**config.mk**
```make
export PLATFORM = sky130hd
export DESIGN_NAME = dds_nco
export DESIGN_NICKNAME = d
export VERILOG_FILES = /design/src/rtl/dds_nco.sv
export SDC_FILE = /design/constraint.sdc
export NUM_CORES = 1
export LEC_CHECK = 0
export CAP_MARGIN = 10
export CELL_PAD_IN_SITES_DETAIL_PLACEMENT = 0
export CELL_PAD_IN_SITES_GLOBAL_PLACEMENT = 1
export CORE_UTILIZATION = 34
export DETAILED_ROUTE_END_ITERATION = 10
export GPL_TIMING_DRIVEN = 0
export PLACE_DENSITY = 0.73
export SYNTH_ARGS = -nofsm -noshare
export SYNTH_HDL_FRONTEND = slang
export SYNTH_SLANG_ARGS = --single-unit
export TNS_END_PERCENT = 1
```
**constraint.sdc**
```tcl
create_clock -name clk -period 3.25 [get_ports clk]
set_clock_uncertainty 0.2 [all_clocks]
set_input_delay 0.325 -clock clk [delete_from_list [all_inputs] [get_ports clk]]
set_output_delay 0.325 -clock clk [all_outputs]
set_load 0.02 [all_outputs]
```
**src/rtl/dds_nco.sv**
```systemverilog
// dds_nco: quadrature NCO with a synchronised, stability-filtered tuning word and phase-continuous retune.
// Pipeline: accumulator -> quadrant fold -> quarter-wave ROM -> sign restore.
module dds_nco #(
  parameter int width_dds      = 32,
  parameter int width_lut_addr = 8,
  parameter int width_out      = 12,
  parameter int stable_cycles  = 1024
) (
  input  logic                        clk,
  input  logic                        reset_n,
  input  logic [width_dds-1:0]        K,
  input  logic                        phase_clr,
  output logic signed [width_out-1:0] lo_cos,
  output logic signed [width_out-1:0] lo_sin,
  output logic                        lo_valid,
  output logic [width_dds-1:0]        phase,
  output logic                        retune
);
  localparam int N = 2 ** width_lut_addr;
  localparam int CW = $clog2(stable_cycles);
  localparam logic [CW-1:0] CMAX = CW'(stable_cycles - 1);
  localparam real PI = 3.14159265358979323846;
  localparam real AMP = real'(2 ** (width_out - 1) - 1);

  // Half-LSB sample offset makes lut[~a] the exact mirror of lut[a].
  function automatic logic [width_out-1:0] lut_val(input int i);
    return width_out'($rtoi(AMP * $sin(PI / 2.0 * (real'(i) + 0.5) / real'(N)) + 0.5));
  endfunction

  logic [width_out-1:0] lut [N];
  for (genvar i = 0; i < N; i++) begin : g_lut
    assign lut[i] = lut_val(i);
  end

  logic [width_dds-1:0] k_s1_q, k_s2_q, k_s3_q, k_reg_q, k_reg_d, acc_q, acc_d;
  logic [CW-1:0] cnt_q, cnt_d;
  logic retune_q, load;
  logic [1:0] qs, qc;
  logic [width_lut_addr-1:0] a, s_addr_q, c_addr_q;
  logic s_neg1_q, c_neg1_q, s_neg2_q, c_neg2_q;
  logic [width_out-1:0] s_mag_q, c_mag_q;
  logic signed [width_out-1:0] lo_sin_q, lo_cos_q;
  logic [2:0] vld_q;

  always_comb begin
    qs = acc_q[width_dds-1 -: 2];
    qc = qs + 2'd1;
    a = acc_q[width_dds-3 -: width_lut_addr];
    load = (cnt_q == CMAX) && (k_s2_q == k_s3_q) && (k_s2_q != k_reg_q);
    cnt_d = (k_s2_q != k_s3_q) ? '0 : (cnt_q == CMAX) ? cnt_q : cnt_q + 1'b1;
    k_reg_d = load ? k_s2_q : k_reg_q;
    acc_d = phase_clr ? '0 : acc_q + k_reg_q;
  end

  always_ff @(posedge clk or negedge reset_n)
    if (!reset_n) begin
      k_s1_q   <= '0;
      k_s2_q   <= '0;
      k_s3_q   <= '0;
      cnt_q    <= '0;
      k_reg_q  <= '0;
      retune_q <= 1'b0;
      acc_q    <= '0;
      s_addr_q <= '0;
      c_addr_q <= '0;
      s_neg1_q <= 1'b0;
      c_neg1_q <= 1'b0;
      s_mag_q  <= '0;
      c_mag_q  <= '0;
      s_neg2_q <= 1'b0;
      c_neg2_q <= 1'b0;
      lo_sin_q <= '0;
      lo_cos_q <= '0;
      vld_q    <= '0;
    end else begin
      k_s1_q   <= K;
      k_s2_q   <= k_s1_q;
      k_s3_q   <= k_s2_q;
      cnt_q    <= cnt_d;
      k_reg_q  <= k_reg_d;
      retune_q <= load;
      acc_q    <= acc_d;
      s_addr_q <= qs[0] ? ~a : a;
      c_addr_q <= qc[0] ? ~a : a;
      s_neg1_q <= qs[1];
      c_neg1_q <= qc[1];
      s_mag_q  <= lut[s_addr_q];
      c_mag_q  <= lut[c_addr_q];
      s_neg2_q <= s_neg1_q;
      c_neg2_q <= c_neg1_q;
      lo_sin_q <= s_neg2_q ? -s_mag_q : s_mag_q;
      lo_cos_q <= c_neg2_q ? -c_mag_q : c_mag_q;
      vld_q    <= {vld_q[1:0], 1'b1};
    end

  assign phase    = acc_q;
  assign retune   = retune_q;
  assign lo_sin   = lo_sin_q;
  assign lo_cos   = lo_cos_q;
  assign lo_valid = vld_q[2];
endmodule
```
-- Word level (Yosys, flattened, before mapping)
Memory sizes are Yosys's and may differ from the RTL's. A register that Yosys moved wholly into a read port is not among the register bits.
Index checks and enable logic that the tools add are counted.
- $add $sub $neg: 5
- eq/ne operators: 5
- muxes and demuxes: 7
- bitwise gates (word level): 3
- reduce and logical (&&, ||, !) cells: 4
- operators with widths (kind ; count):
    $ne A32 B32 Y1 ; 2
    $add A32 B32 Y32 ; 1
    $eq A32 B32 Y1 ; 1
    $mux W32 ; 1
    $mux W12 ; 2
    $neg A12 Y12 ; 2
    $mux W10 ; 2
    $not A8 Y9 ; 2
    $mux W8 ; 2
    $add A10 B1 Y10 const B ; 1
    $eq A10 B10 Y1 const B ; 1
    $not A8 Y8 ; 1
    $add A2 B1 Y2 const B ; 1
    $logic_and A1 B1 Y1 ; 2
    $logic_not A1 Y1 ; 2
    $ne A2 B1 Y1 const B ; 1
- register bits after elaboration: 218
- bits in read-only memories: 6144
- bits of input ports: 35
- output and inout bits: 58
- logic and storage cells: 42
- memories: 2
- memory list (name ; depth ; bits a word ; rd ports ; clocked after memory_dff ; write ports ; RTL line ; RTL):
    (name not given) ; 256 ; 12 ; 1 ; 1 ; 0 ; 88 ; c_mag_q <= lut[c_addr_q];
    (name not given) ; 256 ; 12 ; 1 ; 1 ; 0 ; 87 ; s_mag_q <= lut[s_addr_q];

-- Logic depth before layout (Yosys ltp)
Gate-level depths: netlist (run 1).
- depth in word-level cells: 3
- gate-level depth with buffers: 13
- gate-level depth less buffers: 11

-- Worst setup path after synthesis (run 1)
OpenSTA, ideal clock, no wires.
- path kind: register to register
- start: register acc_q[0] (netlist: phase[0])
- end: register acc_q[26] (netlist: phase[26])
- library setup time: 0.125 ns
- data arrival time: 2.545 ns
- required time: 2.925 ns
- path slack: 0.380 ns
- stages on the path, launching flop included: 12
- cells stage by stage: dfrtp_1 -> ha_1 -> inv_1 -> fa_1 -> and2b_1 -> o31ai_1 -> a211oi_2 -> o221ai_2 -> a21oi_4 -> o21ai_1 -> a31o_1 -> mux2_4
- word-level cells in the longest chain between the ends: 2
- ends and longest elaborated chain (element ; RTL line ; RTL):
    start, declared ; 35 ; logic [width_dds-1:0] k_s1_q, k_s2_q, k_s3_q, k_reg_q, k_reg_d, acc_q, acc_d;
    start signal, assigned ; 63 ; acc_q <= '0;
    start signal, assigned ; 82 ; acc_q <= acc_d;
    $add A32 B32 Y32 ; 52 ; acc_d = phase_clr ? '0 : acc_q + k_reg_q;
    $mux W32 ; 52 ;
    via acc_d[26] ; 35 ;
The timed path passes the listed nets, and every way through them passes these cells.
A chain may end at the register's enable or synchronous reset.

-- Final worst setup path (run 1)
- start: register s_addr_q[0]
- end: register s_mag_q[4]
- word-level cells in the longest chain between the ends: 1
- ends and longest elaborated chain (element ; RTL line ; RTL):
    start, declared ; 39 ; logic [width_lut_addr-1:0] a, s_addr_q, c_addr_q;
    start signal, assigned ; 83 ; s_addr_q <= qs[0] ? ~a : a;
    $not A8 Y9 (not written as such) ; 87 ;
    end, declared ; 41 ; logic [width_out-1:0] s_mag_q, c_mag_q;
Every way passes these cells.

==> impl_metrics.env, run 1 <==
export IMPL_status="complete, no violations"
export IMPL_yosysSeqAreaShare_pct=39.5
export IMPL_hold_violations=0
export IMPL_placed_area_um2=16900
export IMPL_stdcell_count=2456
export IMPL_min_to="k_s1_q[9]$_DFF_PN0_"
export IMPL_rsz0062_at_grt="yes"
export IMPL_drt_iter0_drc=1734
export IMPL_m1WireLength_mm=22.3
export IMPL_hold_depth=1
export IMPL_clk_pin_slew_ns=0.06
export IMPL_die_area_um2=45500
export IMPL_worstPathRequired_ns=3.45
export IMPL_clock_latency_ns=0.55
export IMPL_cts_sinks=240
export IMPL_critPathCaptureType="register"
export IMPL_num_nets_final=1941
export IMPL_tightest_slew_ns=0.869
export IMPL_synth_seq_cells=240
export IMPL_path_class="reg -> reg"
export IMPL_vias_per_cell=5.88
export IMPL_final_setup_viol_count=0
export IMPL_synthFlopType="dfrtp_1"
export IMPL_die_y_um=213
export IMPL_root_buffer="clkbuf_16"
export IMPL_cts_buffer_depth=3
export IMPL_die_w_um=213
export IMPL_finalCriticalPeriod_ns=3.22
export IMPL_via_count=14442
export IMPL_hold_start="K[9]"
export IMPL_cts_made_buffers=27
export IMPL_timing_rr_start="s_addr_q[0]$_DFF_PN0_"
export IMPL_critPathArrivalTime_ns=3.43
export IMPL_ff2ff_path_depth=10
export IMPL_power_leakage_uw=0.00764
export IMPL_worst_r2r_setup_slack_ns=0.03
export IMPL_fin_area_um2=18200
export IMPL_post_synth_cell_area_avg_um2=8.97
export IMPL_grt_pass1_vias=14058
export IMPL_period_share_pct=99.2
export IMPL_syn_instance_count=1693
export IMPL_grt_pass1_wl_mm=85.0
export IMPL_synth_edff_count=0
export IMPL_cts_tree="done"
export IMPL_r2r_end="s_mag_q[4]$_DFF_PN0_"
export IMPL_drc=0
export IMPL_hold_path_class="in -> reg"
export IMPL_globalRouteTotalUtil_pct=24.6
export IMPL_drive_gt1_share_pct=12.6
export IMPL_wl_met2_mm=25.8
export IMPL_met3_length_mm=5.37
export IMPL_clock_fmax_mhz=310
export IMPL_area_growth_pct=20.0
export IMPL_grt_max_degree=128
export IMPL_gp_congestion=1.05
export IMPL_cts_max_level=1
export IMPL_ios=93
export IMPL_routedWlPerCell_um=22.9
export IMPL_async_flop_share_pct=100
export IMPL_n_antenna_cell=0
export IMPL_hpwl_mm=41.0
export IMPL_timing_final_ws_setup_ns=0.0256
export IMPL_ys_types=91
export IMPL_pre_cts_ws_ns=-0.574
export IMPL_firstDrtPassIters=6
export IMPL_synth_fp_nets=1791
export IMPL_power_uw=6930
export IMPL_cellPowerDensity_nw_per_um2=380
export IMPL_rows=77
export IMPL_routed_wl_mm=56.3
export IMPL_highest_layer="met5"
export IMPL_placedCellCount=2377
export IMPL_ant_nets=0
export IMPL_finalMaxSlewViolations=0
export IMPL_core_area_um2=44100
export IMPL_ir_worst_vdd_mv=0.571
export IMPL_cp_max_fo=10
export IMPL_slew_headroom_pct=42.0
export IMPL_maxCapViolations=0
export IMPL_io_buffers=91
export IMPL_synth_area_um2=15200
export IMPL_synth_warnings=0
export IMPL_start_kind="register"
export IMPL_tns_ns=0
export IMPL_gr_total_overflow=0
export IMPL_antenna_found_initial=1
export IMPL_initial_utilization_pct=34.4
[worst max-delay path by stage]
stage	depth (start not counted)	slack (ns)	start	endpoint
after CTS	11	-0.10	c_addr_q[1]$_DFF_PN0_	c_mag_q[2]$_DFF_PN0_
final	10	0.03	s_addr_q[0]$_DFF_PN0_	s_mag_q[4]$_DFF_PN0_
after floorplan	11	0.38	phase[0]$_DFF_PN0_	phase[26]$_DFF_PN0_
after global routing	10	-0.01	s_addr_q[0]$_DFF_PN0_	s_mag_q[4]$_DFF_PN0_
after global placement	1	-8.08	reset_n	lo_cos[8]$_DFF_PN0_
after detailed placement	12	-0.57	s_addr_q[1]$_DFF_PN0_	s_mag_q[2]$_DFF_PN0_
[sequential cells by signal, indices dropped and copies added (netlist names), 11 cells and up]
name	flops
s_mag_q	11
k_s3_q	32
c_mag_q	11
lo_sin	12
phase	32
k_s2_q	32
k_s1_q	32
k_reg_q	32
lo_cos	12
[area by class of cell]
cell class / instances / area, um^2
fill: 4446 / 25900
clock buffer: 35 / 726
clock inverter: 15 / 213
timing repair buffer: 125 / 1250
inverter: 48 / 195
multi-input combinational: 1282 / 8510
sequential: 240 / 6010
buffer: 119 / 591
tap: 592 / 741
[cells by family after synthesis]
family	count (synthesis)	synth area share, %
fa+ha+maj	64	5.31
simple gates	497	14.9
buf+inv	171	5.05
compound gates	534	22.4
other cells	1	0.0247
flops	240	39.5
xor+xnor	123	7.09
mux	63	5.69
[critical path, cell delays in order, from the launching register on]
cell and delay, ns:
dfrtp_2 0.47, buf_4 0.23, inv_1 0.20, ha_2 0.36
nor2_4 0.33, a21oi_1 0.10, nor2_1 0.12, a21oi_1 0.06
o21ai_0 0.31, o21ai_0 0.19, mux4_2 0.52
[stage by stage]
step | hold slack (ns) | utilization (%)
2_1_floorplan | -0.171 | -
3_3_place_gp | 0.132 | 38.2
3_5_place_dp | 0.135 | 38.2
4_1_cts | 0.000314 | 41.1
5_1_grt | 0.00322 | 41.3
6_report | 0.0219 | 41.3
[cells in the mapped netlist (7+ instances only)]
| cell | instances | area share [%] |
|---|---|---|
| o22ai_1 | 13 | 0.54 |
| o21ai_0 | 135 | 4.4 |
| a21o_1 | 11 | 0.54 |
| o21a_1 | 8 | 0.40 |
| buf_4 | 7 | 0.35 |
| ha_1 | 62 | 5.1 |
| nand2b_1 | 14 | 0.58 |
| xnor2_1 | 68 | 3.9 |
| nand3_1 | 25 | 0.82 |
| a211o_1 | 7 | 0.40 |
| mux4_2 | 15 | 2.2 |
| dfrtp_1 | 240 | 40 |
| o21ai_1 | 8 | 0.26 |
| a21oi_1 | 158 | 5.2 |
| o311ai_0 | 9 | 0.52 |
| o211ai_1 | 21 | 1.0 |
| xor2_1 | 55 | 3.2 |
| mux2i_1 | 14 | 0.92 |
| buf_1 | 10 | 0.25 |
| nor2b_1 | 14 | 0.58 |
| nor4_1 | 14 | 0.58 |
| a211oi_1 | 38 | 1.9 |
| o31ai_1 | 12 | 0.59 |
| a31oi_1 | 22 | 0.91 |
| nor2_1 | 181 | 4.5 |
| mux2_2 | 33 | 2.4 |
| clkbuf_1 | 47 | 1.2 |
| inv_1 | 42 | 1.0 |
| and2_1 | 13 | 0.54 |
| buf_2 | 55 | 1.8 |
| nor3_1 | 45 | 1.5 |
| or2_2 | 7 | 0.29 |
| or3_1 | 11 | 0.45 |
| nand2_1 | 135 | 3.3 |
| o221ai_1 | 8 | 0.46 |
| nand4_1 | 14 | 0.58 |
| a311oi_1 | 12 | 0.69 |
[power breakdown]
part	leakage [uW]	total [uW]	internal, uW	switching, uW
sequential	0.00295	3210	3120	89.3
clock	0.000455	3150	1920	1230
combinational	0.00424	581	253	328
total	0.00764	6930	5290	1650
[repair_timing]
action | CTS | global route
hold endpoints to repair | 135 | 0
hold buffers | 23 | 0
resized for setup | 20 | 23
pin swaps | 0 | 3
setup endpoints to repair | 16 | 14
buffers inserted | 7 | 3
[metal layers]
layer	track usage (%)	up-vias
met1	32.1	6913
met3	4.76	214
met4	11.1	2
li1	-	6405
met2	39.6	908
met5	0	-
[layout by cell type, fill, tap and decap left out, types with 25 or more instances in the layout]
cell type,count
dfrtp_1,237
nor2_1,176
a21oi_1,155
o21ai_0,134
nand2_1,134
clkdlybuf4s50_1,90
xnor2_1,68
ha_1,59
xor2_1,55
buf_2,53
clkbuf_1,46
nor3_1,42
inv_1,39
a211oi_1,36
mux2_2,33
clkbuf_16,27
nand3_1,25
Note: power is estimated with default switching activity, not from simulation.
==> run 2, diff against run 1 <==
- ABC_AREA: unset -> 1
- CORE_UTILIZATION: 34 -> 32
- SKIP_CTS_REPAIR_TIMING: unset -> 1
==> run 2 against run 1 <==
Sequential power decreased by 3%. Die area grew 10%. Count of clock-buffer cells in the layout increased by 5. Worst setup slack better by 0.14 ns. Fmax up 4.5%. Non-clock buffer count shrank 42. Critical endpoint is now c_mag_q[4]$_DFF_PN0_. Critical path depth unchanged. Cell count increased by 29%.
==> impl_metrics.env, run 2 <==
export IMPL_final_util_pct=39.4
export IMPL_routed_wl_mm=58.4
export IMPL_synth_edff_count=0
export IMPL_critPathArrivalTime_ns=3.35
export IMPL_hold_path_class="in -> async"
export IMPL_synthFlopType="dfrtp_1"
export IMPL_placed_area_um2=17600
export IMPL_holdWs_ns=0.0621
export IMPL_area_growth_pct=20.4
export IMPL_num_nets_final=2576
export IMPL_gp_congestion=1.01
export IMPL_clock_latency_ns=0.59
export IMPL_finalMaxSlewViolations=0
export IMPL_yosysTopAreaCell="dfrtp_1"
export IMPL_synth_warnings=0
export IMPL_tightest_slew_ns=0.944
export IMPL_globalRouteTotalUtil_pct=23.5
export IMPL_synth_top_area_share_pct=38.1
export IMPL_hpwl_mm=44.0
export IMPL_path_buf_inv=2
export IMPL_period_share_pct=94.9
export IMPL_maxCapViolations=0
export IMPL_cts_sinks=240
export IMPL_synthTopCellsByCount="nand2_1, inv_1, nor2_1"
export IMPL_gr_total_overflow=0
export IMPL_synth_area_leaders="dfrtp_1, nand2_1, nand3_1, inv_1, nor2_1"
export IMPL_ant_nets=0
export IMPL_drive_gt1_share_pct=6.12
export IMPL_ios=93
export IMPL_clk_pin_slew_ns=0.06
export IMPL_cts_buffer_depth=3
export IMPL_synth_area_um2=15800
export IMPL_slowest_delay_ns=0.53
export IMPL_synth_fp_nets=2418
export IMPL_critPathSlowestCell="dfrtp_2"
export IMPL_synth_xor_xnor_area_share_pct=3.73
export IMPL_grt_max_degree=113
export IMPL_root_buffer="clkbuf_16"
export IMPL_cts_made_buffers=29
export IMPL_via_count=15870
export IMPL_power_leakage_uw=0.00959
export IMPL_antenna_found_initial=0
export IMPL_finalCriticalPeriod_ns=3.09
export IMPL_worstPathRequired_ns=3.51
export IMPL_post_synth_cell_area_avg_um2=6.79
export IMPL_ir_worst_vdd_mv=0.400
export IMPL_synth_compound_area_share_pct=10.9
export IMPL_drt_iter0_drc=1403
export IMPL_die_area_um2=50100
export IMPL_critPathTopFamily="simple AND/OR/NAND/NOR gates"
export IMPL_routedWlPerCell_um=18.5
export IMPL_hold_violations=0
export IMPL_cts_max_level=1
export IMPL_firstDrtPassIters=6
export IMPL_critPathCaptureType="register"
export IMPL_path_cells="inv_1 -> ha_1 -> nor2_1 -> inv_1 -> nand3_1 -> nand3_1 -> nand3_1 -> nand3_1 -> nor2_1 -> nor2_1"
export IMPL_n_antenna_cell=0
export IMPL_die_y_um=224
export IMPL_io_buffers=92
export IMPL_synth_most_common_cell="nand2_1"
export IMPL_final_common_cell="nand2_1"
export IMPL_core_area_um2=48100
export IMPL_slew_headroom_pct=36.8
export IMPL_synthMuxAreaShare_pct=0
export IMPL_ys_types=44
export IMPL_syn_instance_count=2320
export IMPL_start_kind="register"
export IMPL_cts_tree="done"
export IMPL_die_w_um=224
export IMPL_path_common_cell="nand3_1"
export IMPL_cellPowerDensity_nw_per_um2=366
export IMPL_fin_area_um2=19000
export IMPL_async_flop_share_pct=100
export IMPL_initial_utilization_pct=32.7
export IMPL_cp_max_fo=12
export IMPL_synthAdderAreaFrac_pct=5.05
export IMPL_path_class="reg -> reg"
export IMPL_timing_final_ws_setup_ns=0.165
export IMPL_grt_pass1_wl_mm=91.0
export IMPL_synth_seq_cells=240
export IMPL_rsz0062_at_grt="no"
export IMPL_synth_top_family_by_area="simple AND/OR/NAND/NOR gates"
export IMPL_yosysSeqAreaShare_pct=38.1
export IMPL_drc=0
export IMPL_layout_common_cells="nand2_1, inv_1, nor2_1"
export IMPL_vias_per_cell=5.03
export IMPL_rows=80
export IMPL_synthSimpleGateAreaFrac_pct=33.3
export IMPL_clock_fmax_mhz=324
export IMPL_final_setup_viol_count=0
export IMPL_pre_cts_ws_ns=0.0166
export IMPL_status="complete, no violations"
export IMPL_grt_pass1_vias=15604
==> run 2: cell types whose count changed in the layout (fill, tap and decap cells not counted), sizes merged, moves of 16 or more <==
cell and change:
xnor2 -23, a21oi -24, a31oi -16, inv +225
xor2 -33, nand3 +177, mux2 -34, a211oi -37
nor2 +64, nand2 +652, buf -40, nor3 -22
==> run 2: per-stage QoR <==
stage	total power, uW	TNS [ns]	instances
detailed placement	3400	0	3070
CTS	7030	0	3123
floorplan	3250	0	2320
global route	7220	0	3156
global placement	3380	-2054.15	3068
finish	6940	0	3156
==> run 2: worst paths after layout <==
kind	start	slack, ns	cells past startpoint	to
max	c_addr_q[1]$_DFF_PN0_	0.16	10	c_mag_q[4]$_DFF_PN0_
min	reset_n	0.06	2	k_s1_q[18]$_DFF_PN0_
max reg2reg	c_addr_q[1]$_DFF_PN0_	0.16	10	c_mag_q[4]$_DFF_PN0_
min reg2reg	vld_q[0]$_DFF_PN0_	0.15	0	vld_q[1]$_DFF_PN0_
max in group asynchronous	reset_n	1.88	3	k_reg_q[3]$_DFFE_PN0P_
min in group clk	vld_q[0]$_DFF_PN0_	0.15	0	vld_q[1]$_DFF_PN0_
==> run 2: kinds of logic after synthesis <==
| logic type | count (synthesis) |
|---|---|
| AO/OA/AOI/OAI | 321 |
| XOR/XNOR | 67 |
| adder cells (fa/ha/maj) | 63 |
| buffers and inverters | 347 |
| flip-flops | 240 |
| other | 1 |
| AND/OR/NAND/NOR | 1281 |
==> run 2: power breakdown <==
group / switching, uW / leakage (uW) / internal (uW)
Sequential: 53.1 / 0.00294 / 3050
Clock: 1340 / 0.000514 / 2240
Combinational: 139 / 0.00613 / 122
==> run 2: routing by layer <==
metal	track usage [%]	vias up	part of all wire (%)
li1	-	7690	-
met1	31.4	7432	44
met2	39.0	608	46
met3	3.04	140	5.8
met4	8.57	0	3.8
met5	0	-	0
==> run 2: final cells by class <==
cell class                      count  area, um^2
Tap cell                          656         821
Buffer                             75         378
Timing Repair Buffer              127        1310
Multi-Input combinational cell   1733        8350
Sequential cell                   240        6010
Inverter                          272        1020
Fill cell                        5087       29200
Clock buffer                       40         857
Clock inverter                     13         221
